### src/rtl/axi_to_core.sv
// ============================================================================
// Module  : axi_to_core
// Brief   : AXI-stream slave that assembles one programming frame into the
//           core's programming register and holds off input while the core runs.
// Revision: 1.0
// ============================================================================
`default_nettype none

module axi_to_core #(
  parameter int DATA_WIDTH_IN_STREAM = 32,
  parameter int PROGRAM_REG_SIZE     = 256
) (
  input  logic                            clk,
  input  logic                            reset,
  input  logic                            s_valid,
  output logic                            s_ready,
  input  logic                            s_last,
  input  logic [DATA_WIDTH_IN_STREAM-1:0] s_data,
  input  logic                            core_done,
  output logic [PROGRAM_REG_SIZE-1:0]     program_data,
  output logic                            program_done,
  output logic                            len_err
);

  localparam int NUM_BEATS = PROGRAM_REG_SIZE / DATA_WIDTH_IN_STREAM;
  localparam int CNT_W     = (NUM_BEATS > 1) ? $clog2(NUM_BEATS) : 1;
  localparam logic [CNT_W-1:0] LAST_BEAT = CNT_W'(NUM_BEATS - 1);

  typedef enum logic [1:0] {
    ST_IDLE  = 2'd0,
    ST_RECV  = 2'd1,
    ST_DRAIN = 2'd2,
    ST_BUSY  = 2'd3
  } state_t;

  state_t                      state;
  state_t                      state_nxt;
  logic [CNT_W-1:0]            beat_cnt;
  logic [CNT_W-1:0]            beat_cnt_nxt;
  logic [PROGRAM_REG_SIZE-1:0] shadow;
  logic [PROGRAM_REG_SIZE-1:0] shadow_nxt;
  logic [PROGRAM_REG_SIZE-1:0] program_data_nxt;
  logic                        ready_nxt;
  logic                        done_nxt;
  logic                        err_nxt;
  logic                        accept;

  assign accept = s_valid && s_ready;

  always_comb begin
    state_nxt        = state;
    beat_cnt_nxt     = beat_cnt;
    shadow_nxt       = shadow;
    program_data_nxt = program_data;
    done_nxt         = 1'b0;
    err_nxt          = 1'b0;

    case (state)
      ST_IDLE: begin
        state_nxt = ST_RECV;
      end

      ST_RECV: begin
        if (accept) begin
          for (int k = 0; k < NUM_BEATS; k++) begin
            if (beat_cnt == CNT_W'(k)) begin
              shadow_nxt[k*DATA_WIDTH_IN_STREAM +: DATA_WIDTH_IN_STREAM] = s_data;
            end
          end

          if (beat_cnt == LAST_BEAT) begin
            beat_cnt_nxt = '0;
            if (s_last) begin
              // Commit includes the beat arriving on this very edge.
              program_data_nxt = shadow_nxt;
              done_nxt         = 1'b1;
              state_nxt        = ST_BUSY;
            end else begin
              err_nxt   = 1'b1;
              state_nxt = ST_DRAIN;
            end
          end else if (s_last) begin
            err_nxt      = 1'b1;
            beat_cnt_nxt = '0;
          end else begin
            beat_cnt_nxt = beat_cnt + 1'b1;
          end
        end
      end

      ST_DRAIN: begin
        if (accept && s_last) begin
          state_nxt = ST_RECV;
        end
      end

      ST_BUSY: begin
        if (core_done) begin
          state_nxt = ST_RECV;
        end
      end

      default: begin
        state_nxt = ST_IDLE;
      end
    endcase

    ready_nxt = (state_nxt == ST_RECV) || (state_nxt == ST_DRAIN);
  end

  always_ff @(posedge clk) begin
    if (reset) begin
      state        <= ST_IDLE;
      beat_cnt     <= '0;
      shadow       <= '0;
      program_data <= '0;
      s_ready      <= 1'b0;
      program_done <= 1'b0;
      len_err      <= 1'b0;
    end else begin
      state        <= state_nxt;
      beat_cnt     <= beat_cnt_nxt;
      shadow       <= shadow_nxt;
      program_data <= program_data_nxt;
      s_ready      <= ready_nxt;
      program_done <= done_nxt;
      len_err      <= err_nxt;
    end
  end

endmodule

`default_nettype wire

### config.mk
export PLATFORM = sky130hd
export DESIGN_NAME = axi_to_core
export DESIGN_NICKNAME = d
export VERILOG_FILES = /design/src/rtl/axi_to_core.sv
export SDC_FILE = /design/constraint.sdc
export NUM_CORES = 1
export LEC_CHECK = 0
export BUFFER_PORTS_ARGS = -buffer_cell sky130_fd_sc_hd__buf_2
export CORE_UTILIZATION = 62
export CTS_CLUSTER_DIAMETER = 40
export CTS_CLUSTER_SIZE = 25
export DETAILED_ROUTE_END_ITERATION = 8
export PLACE_DENSITY = 0.85
export SETUP_SLACK_MARGIN = 0.1
export SLEW_MARGIN = 0
export SYNTH_ARGS = -nofsm -noshare
export SYNTH_HDL_FRONTEND = slang
export SYNTH_SLANG_ARGS = --single-unit
### constraint.sdc
create_clock -name clk -period 2.7 [get_ports clk]
set_input_delay 0.27 -clock clk [delete_from_list [all_inputs] [get_ports clk]]
set_output_delay 0.27 -clock clk [all_outputs]
set_load 0.02 [all_outputs]
# Yosys cells after proc, flatten, opt, wreduce, memory -nomap -nowiden
# Cells that the tools add are included.
# classes
n_bitwise	3
reduce_logical	9
add_sub_neg	1
mux	19
n_eq_ne	12
# op_table
op	n
$mux W32	8
$eq A3 B3 Y1 const B	4
$mux W2	4
$pmux W2 S4	1
$eq A2 B2 Y1 const B	3
$eq A3 B2 Y1 const B	2
$mux W3	2
$eq A2 B1 Y1 const B	2
$mux W1	4
$reduce_and A4 Y1	1
$reduce_or A4 Y1	1
$add A3 B1 Y3 const B	1
$eq A3 B1 Y1 const B	1
$logic_not A3 Y1	1
$not A1 Y1	3
$reduce_or A3 Y1	1
$logic_and A1 B1 Y1	2
$logic_not A2 Y1	1
$reduce_and A2 Y1	1
$logic_or A1 B1 Y1	1
# totals
out_inout_bits	259
inputBits	37
ff_bits	520

# Logic depth before layout (Yosys ltp)
# Gate-level depths: netlist of the first run.
# logic_depth
word_depth	6
depth_mapped	9

# Least setup slack after synthesis of the first run
# OpenSTA, ideal clock, no wires.
# synth_path
path_kind	register -> register
startpoint	reg beat_cnt[0]
endpoint	reg program_data[250]
required_time_ns	2.630
setup_ns	0.070
path_stages_with_launch	10
synth_period_minus_slack_ns	1.734
setup_slack_ns	0.966
path_buffers	4
t_arrival_ns	1.663
path_cell_list	dfxtp_1 -> ha_1 -> ha_1 -> buf_2 -> and2_1 -> buf_2 -> buf_2 -> clkbuf_1 -> nand3_1 -> a21oi_1
# synth_via
elab_chain_len	2
elab_cells_between_ends	3
# synth_lines
element	line_no	rtl
from (decl)	38	logic [CNT_W-1:0] beat_cnt;
from (signal assigned)	122	beat_cnt <= beat_cnt_nxt;
$eq A3 B3 Y1 (*)	66, 71	
$reduce_and A4 Y1 (no source line) or $mux W32 (tied branches)	-	
to (signal assigned)	124	program_data <= program_data_nxt;
to (decl)	20	output logic [PROGRAM_REG_SIZE-1:0] program_data,
# Every way passes the cells marked *; elsewhere a longest branch is shown, timed or not.
# A chain may end at the register's enable or synchronous reset.

# Final worst setup path of the first run
# layout_path
startpoint	reg state[1]
endpoint	reg shadow[62]
# layout_via
elab_chain_len	2
# layout_lines
element	line_no	rtl
from (decl)	36	state_t state;
from (signal assigned)	121	state <= state_nxt;
$eq A2 B1 Y1	58	case (state)
$reduce_and A2 Y1 (no source line)	-	
to (signal assigned)	123	shadow <= shadow_nxt;
to (decl)	40	logic [PROGRAM_REG_SIZE-1:0] shadow;
# No other way between the ends.

==> results.py, run 1 <==
metrics = {
    "sta": {
        "timing.clock.skew_ns": 0.0162,
        "timing.setup.tns_ns": 0,
        "slew_violations": 0,
        "hold_slack_ns": 0.0399,
        "post-route-min-period_ns": 2.16,
        "slew_of_the_pin_with_the_lowest_slew_margin_ns": 0.686,
        "rsz0062_at_grt": "false",
        "maxClockFrequency_ghz": 0.464,
        "slew-limit-headroom_pct": 54.3,
        "setup-violations-final": 0,
        "final.period_utilization_pct": 79.9,
        "timing_hold_violations_final": 0,
    },
    "clock_tree": {
        "cts.sink_count": 488,
        "clockBufferDepth": 3,
        "clock-root-buffer": "sky130_fd_sc_hd__clkbuf_16",
        "worst_setup_hold_path_clk_slew_ns": 0.06,
        "clock_tree_from_tritoncts": "done",
        "cts_inserted_buffers": 53,
        "htreeDepth": 2,
        "clk-insertion-delay-late_ns": 0.58,
    },
    "logic_synthesis": {
        "synthFlopType": "sky130_fd_sc_hd__dfxtp_1",
        "synthDistinctLibCells": 32,
        "post_syn_nets": 2166,
        "number_of_enable_type_register_cells_in_the_synthesized_netlist": 0,
        "netlist_instances": 2123,
        "netlist_top_cells_area": "sky130_fd_sc_hd__dfxtp_1 (47%), sky130_fd_sc_hd__mux2i_1 (18%), sky130_fd_sc_hd__a211oi_1 (8.1%)",
        "yosys-top-cells-count": "sky130_fd_sc_hd__dfxtp_1 (488), sky130_fd_sc_hd__mux2i_1 (384), sky130_fd_sc_hd__a21oi_1 (262)",
        "synth.yosys.warnings": 0,
        "synth_top_area_cell": "sky130_fd_sc_hd__dfxtp_1",
        "ys_seq_area_share_pct": 46.8,
        "avgSynthCellArea_um2": 9.83,
        "syn-cell-area_mm2": 0.0209,
        "top_area_cell_type_share_of_the_netlist_area_pct": 46.8,
        "synth_async_sr_flop_share_pct": 0,
        "flop_and_latch_count_out_of_synthesis": 488,
        "synthMostInstantiatedCell": "sky130_fd_sc_hd__dfxtp_1",
    },
    "cells_and_area": {
        "area_growth_syn_to_layout_pct": 15.2,
        "utilization_pct": 73.1,
        "antenna_cells_inserted": 0,
        "design.final.nets": 2293,
        "nFillCells": 2371,
        "final_layout_size_suffix_gt1_share_pct": 19.7,
        "final_design_area_no_fill_mm2": 0.0240,
    },
    "placement": {
        "detailed_place.area_mm2": 0.0221,
        "gp_congestion": 0.882,
        "buffer_ports.inserted": 295,
        "place.detailed.hpwl_um": 37800,
    },
    "hold_path": {
        "worstHoldPathType": "in2reg",
    },
    "floorplanning": {
        "num_rows": 66,
        "design.die.area_mm2": 0.0344,
        "dieHeight_um": 185,
        "die_w_um": 185,
        "floorplan.initialDensity_pct": 63.5,
        "core_mm2": 0.0329,
        "boundaryPins": 296,
    },
    "setup_path": {
        "critical_path_class": "reg2reg",
        "cp-start-kind": "flip-flop",
        "worstPathMaxFanout": 32,
        "data_required_time_at_the_worst_endpoint_ns": 3.18,
        "timing.critical_path.arrival_ns": 2.63,
        "setup.worst_path.end_class": "flip-flop",
    },
    "pwr": {
        "ir_worst_vdd_v": 0.000503,
        "power_leakage_uw": 0.0106,
        "total_power_uw": 15700,
        "power-per-cell-area_mw_per_mm2": 652,
    },
    "drt": {
        "drcViolationCount": 0,
        "route.vias.total": 16900,
        "postRouteWirelength_um": 58700,
        "postRouteAntennaNets": 0,
        "drt_pre_antenna_iters": 5,
        "viasPerCell": 6.18,
        "initialDrtViolationCount": 1490,
        "routed_length_per_placed_instance_um": 21.5,
    },
    "global_routing": {
        "grt_usage_pct": 33.4,
        "grt_antenna_before_repair": 0,
        "grt_max_degree": 124,
        "overflow": 0,
        "vias_in_the_first_global_route": 16500,
        "grt_pass1_wl_um": 90300,
    },
    "run_status": {
        "outcome": "complete, no violations",
    },
    "job": {
        "drv_cap": 0,
    },
}
## layout make-up
cell class / count / area, µm² / share of cell area, %
clock buffer: 59 / 1420 / 5.91
clock inverter: 39 / 498 / 2.07
inverter: 4 / 15.0 / 0.0625
multi-input combinational: 1362 / 9760 / 40.6
sequential: 488 / 9770 / 40.6
tap: 442 / 553 / 2.30
timing repair buffer: 341 / 2020 / 8.41
## critical path, stage by stage, from the launching register on
cell                      delay [ns]
sky130_fd_sc_hd__dfxtp_1        0.39
sky130_fd_sc_hd__and4b_4        0.74
sky130_fd_sc_hd__nand2_4        0.53
sky130_fd_sc_hd__mux2i_1        0.37
## through the flow
stage               worst slack (ns)  instances
floorplan                      0.966       2123
global placement               0.735       2636
detailed placement             0.659       2636
CTS                            0.600       2735
global route                   0.485       2735
finish                         0.544       2735
## worst paths after layout
kind,from,endpoint,slack [ns],cells after the start
setup / recovery,state[1],shadow[62],0.54,3
hold / removal,s_last,state[0],0.04,2
hold reg to reg,program_data[224],program_data[224],0.48,2
setup reg to reg,state[1],shadow[62],0.54,3
## layer usage
metal	global-route usage (%)	vias to the layer above	part of all wire, %
met5	0	-	0
met4	18.4	0	5.2
met3	5.40	189	6.8
met2	58.3	705	50
met1	38.9	8192	38
li1	-	7813	-
## cell usage in the layout, fill, tap and decap left out, drive strengths merged, types with 2 or more instances in the layout
cell type  instances
bufinv             6
o21ai            160
nand2b           192
a211oi           225
inv               20
nor2               3
buf              340
nand2             12
ha                 6
nor2b             68
clkinvlp           5
a21oi            262
mux2i            384
clkbuf            59
clkinv            12
nor3               2
nand3             37
dfxtp            488
nand3b             2
## logic make-up after synthesis
logic type / count (synthesis) / synth area share (%)
muxes: 384 / 18.4
DFF: 488 / 46.8
adders and majority gates: 6 / 0.360
xor gates and xnor gates: 1 / 0.0420
and+or+nand+nor: 320 / 9.40
AOI/OAI and AO/OA: 651 / 18.4
buffers and inverters: 273 / 6.62
## timing repair
item,4_1_cts,5_1_grt
setup buffers,0,0
hold buffers,1,0
hold endpoints to repair,1,0
gates resized for setup,0,0
## sequential cells by signal, indices dropped and copies added, names as in the netlist
signal	count
beat_cnt	3
len_err	1
program_data	256
program_done	1
s_ready	1
shadow	224
state	2
## where the power goes
part / total (µW) / internal, µW / switching [µW]
logic: 626 / 178 / 448
clock network: 7800 / 4510 / 3290
registers: 7240 / 7220 / 17.2
total: 15700 / 11900 / 3760
(Power assumes the default switching activity.)
==> run 2: changes to the inputs <==
--- a/config.mk
+++ b/config.mk
@@ -6,11 +6,11 @@
 export NUM_CORES = 1
 export LEC_CHECK = 0
 export BUFFER_PORTS_ARGS = -buffer_cell sky130_fd_sc_hd__buf_2
-export CORE_UTILIZATION = 62
+export CORE_UTILIZATION = 57
 export CTS_CLUSTER_DIAMETER = 40
 export CTS_CLUSTER_SIZE = 25
 export DETAILED_ROUTE_END_ITERATION = 8
-export PLACE_DENSITY = 0.85
+export PLACE_DENSITY = 0.79
 export SETUP_SLACK_MARGIN = 0.1
 export SLEW_MARGIN = 0
 export SYNTH_ARGS = -nofsm -noshare
==> constraint.sdc (replaced) <==
create_clock -name clk -period 2.07 [get_ports clk]
set_input_delay 0.207 -clock clk [delete_from_list [all_inputs] [get_ports clk]]
set_output_delay 0.207 -clock clk [all_outputs]
set_load 0.02 [all_outputs]
==> results.py, run 2 (synthesis gave the netlist of run 1 again) <==
metrics = {
    "drt": {
        "routed_length_per_placed_instance_um": 21.6,
        "postRouteAntennaNets": 0,
        "initialDrtViolationCount": 1323,
        "postRouteWirelength_um": 60500,
        "drt_pre_antenna_iters": 7,
        "drcViolationCount": 16,
        "viasPerCell": 6.00,
        "route.vias.total": 16800,
    },
    "sta": {
        "hold_slack_ns": 0.00830,
        "timing.setup.tns_ns": 0,
        "slew_violations": 0,
        "maxClockFrequency_ghz": 0.519,
        "timing.clock.skew_ns": 0.0192,
        "final.period_utilization_pct": 93.0,
        "timing_hold_violations_final": 0,
        "slew_of_the_pin_with_the_lowest_slew_margin_ns": 0.671,
        "setup-violations-final": 0,
        "post-route-min-period_ns": 1.93,
        "rsz0062_at_grt": "false",
        "slew-limit-headroom_pct": 55.3,
    },
    "floorplanning": {
        "boundaryPins": 296,
        "floorplan.initialDensity_pct": 58.3,
        "core_mm2": 0.0358,
        "design.die.area_mm2": 0.0374,
        "dieHeight_um": 193,
        "die_w_um": 193,
        "num_rows": 69,
    },
    "cells_and_area": {
        "top_register": "program_data",
        "sequential_cell_area_mm2": 0.00977,
        "final_common_cell": "sky130_fd_sc_hd__dfxtp_1",
        "largest_reg_flops": 256,
        "utilization_pct": 69.5,
        "layout.cells.most_common_list": "sky130_fd_sc_hd__dfxtp_1 (487), sky130_fd_sc_hd__mux2i_1 (384), sky130_fd_sc_hd__buf_2 (295)",
        "area_growth_syn_to_layout_pct": 19.2,
        "biggestRegsByFlops": "program_data (256), shadow (224), beat_cnt (3)",
        "nFillCells": 2686,
        "multiInputGateArea_mm2": 0.00978,
        "antenna_cells_inserted": 0,
        "design.final.nets": 2343,
        "final_layout_size_suffix_gt1_share_pct": 20.4,
    },
    "pwr": {
        "switching_power_uw": 4740,
        "ir_worst_vdd_v": 0.000716,
        "total_power_uw": 21100,
        "power_frac_comb_pct": 4.1,
        "power_leakage_uw": 0.0109,
        "sequential_group_share_of_total_power_pct": 44.8,
        "p_int_uw": 16400,
        "netSwitchingFraction_pct": 22.5,
        "pwr-share-clk_pct": 51.1,
        "power-per-cell-area_mw_per_mm2": 847,
    },
    "setup_path": {
        "critical_path_class": "reg2reg",
        "worstPathMaxFanout": 25,
        "timing.critical_path.arrival_ns": 2.45,
        "cp_slowest_cell": "sky130_fd_sc_hd__dfxtp_1",
        "cp_cell_instances": "ha_2, ha_4, and2_4, buf_2, buf_4, clkbuf_16, a21oi_1, a211oi_1",
        "path_delay_family": "buffers and inverters",
        "cp-start-kind": "flip-flop",
        "setup.worst_path.end_class": "flip-flop",
        "data_required_time_at_the_worst_endpoint_ns": 2.59,
        "worst-r2r-setup-slack_ns": 0.14,
        "path_buf_inv": 3,
        "slowest_delay_ns": 0.39,
    },
    "global_routing": {
        "overflow": 0,
        "grt_antenna_before_repair": 0,
        "grt_max_degree": 117,
        "grt_pass1_wl_um": 92900,
        "vias_in_the_first_global_route": 16600,
        "global_route.peak_usage_layer": "met2",
        "groute.layer.met1.usage_pct": 36.5,
        "met2_usage_pct": 54.3,
        "grtUsageMet3_pct": 5.25,
        "grt_usage_pct": 31.1,
    },
    "clock_tree": {
        "clock_tree_from_tritoncts": "done",
        "clk-insertion-delay-late_ns": 0.61,
        "clock-root-buffer": "sky130_fd_sc_hd__clkbuf_16",
        "htreeDepth": 2,
        "cts.sink_count": 488,
        "clockBufferDepth": 3,
        "worst_setup_hold_path_clk_slew_ns": 0.06,
        "cts_inserted_buffers": 57,
    },
    "run_status": {
        "violations": "DRC",
        "outcome": "finished, violations left",
    },
    "job": {
        "drv_cap": 0,
    },
    "placement": {
        "buffer_ports.inserted": 295,
        "place.detailed.hpwl_um": 38700,
        "gp_congestion": 0.862,
    },
    "hold_path": {
        "worstHoldPathType": "in2reg",
    },
}
run 2: cell count changes in the layout (fill, tap and decap cells not counted), moves of 3 or more:
cell / previous run / this run
sky130_fd_sc_hd__dlygate4sd3_1: 1 / 30
sky130_fd_sc_hd__inv_6: 14 / 2
sky130_fd_sc_hd__buf_12: 15 / 26
sky130_fd_sc_hd__clkbuf_8: 3 / 12
sky130_fd_sc_hd__clkbuf_16: 55 / 61
sky130_fd_sc_hd__clkinv_2: 2 / 8
sky130_fd_sc_hd__clkinv_8: 5 / 0
sky130_fd_sc_hd__buf_16: 0 / 3
run 2: what timing repair did:
| action | in CTS | in global routing |
|---|---|---|
| hold buffers | 30 | 0 |
| setup buffers | 0 | 4 |
| gates cloned | 0 | 2 |
| gates resized for setup | 1 | 9 |
| pin swaps | 1 | 0 |
| endpoints found under the setup margin | 2 | 241 |
| endpoints found under the hold margin | 30 | 0 |
run 2: worst paths after layout:
kind	startpoint	to	cells after the start
worst min-delay path	s_data[26]	program_data[250]	3
worst min register to register	program_data[251]	program_data[251]	2
worst max register to register	beat_cnt[0]	program_data[173]	8
worst max-delay path	beat_cnt[0]	program_data[173]	8
run 2: cell type report:
class	instances	area share, %
Clock buffer	74	6.64
Clock inverter	31	1.66
Inverter	4	0.0603
Multi-Input combinational cell	1362	39.3
Sequential cell	488	39.3
Tap cell	461	2.32
Timing Repair Buffer	387	10.7
run 2: per-layer routing:
| metal | wire length (µm) | share of wire [%] |
|---|---|---|
| met5 | 0 | 0 |
| met4 | 2990 | 4.9 |
| met3 | 3350 | 5.5 |
| met2 | 30300 | 50 |
| met1 | 23900 | 40 |
run 2: power groups by stage:
stage          clock network, µW  logic [µW]  registers (µW)
6_report                   10800         864            9440
5_1_grt                    11300         902            9440
2_1_floorplan                  0         567            9640
4_1_cts                    10900         852            9440
3_3_place_gp                   0         795            9650
3_5_place_dp                   0         803            9650
run 2: metrics by stage:
step                      worst slack, ns  cell area, µm²  instances
after floorplan                     0.336           20900       2123
after global placement              0.257           22400       2666
after detailed placement            0.115           22400       2666
after CTS                          0.0895           24800       2801
after global routing               0.0801           24900       2807
final                               0.144           24900       2807
run 2: worst min-delay path, delay by kind of cell:
family	cells	cell delay, ns
buf+inv	1	0.19
compound gates	1	0.06
simple gates	1	0.11
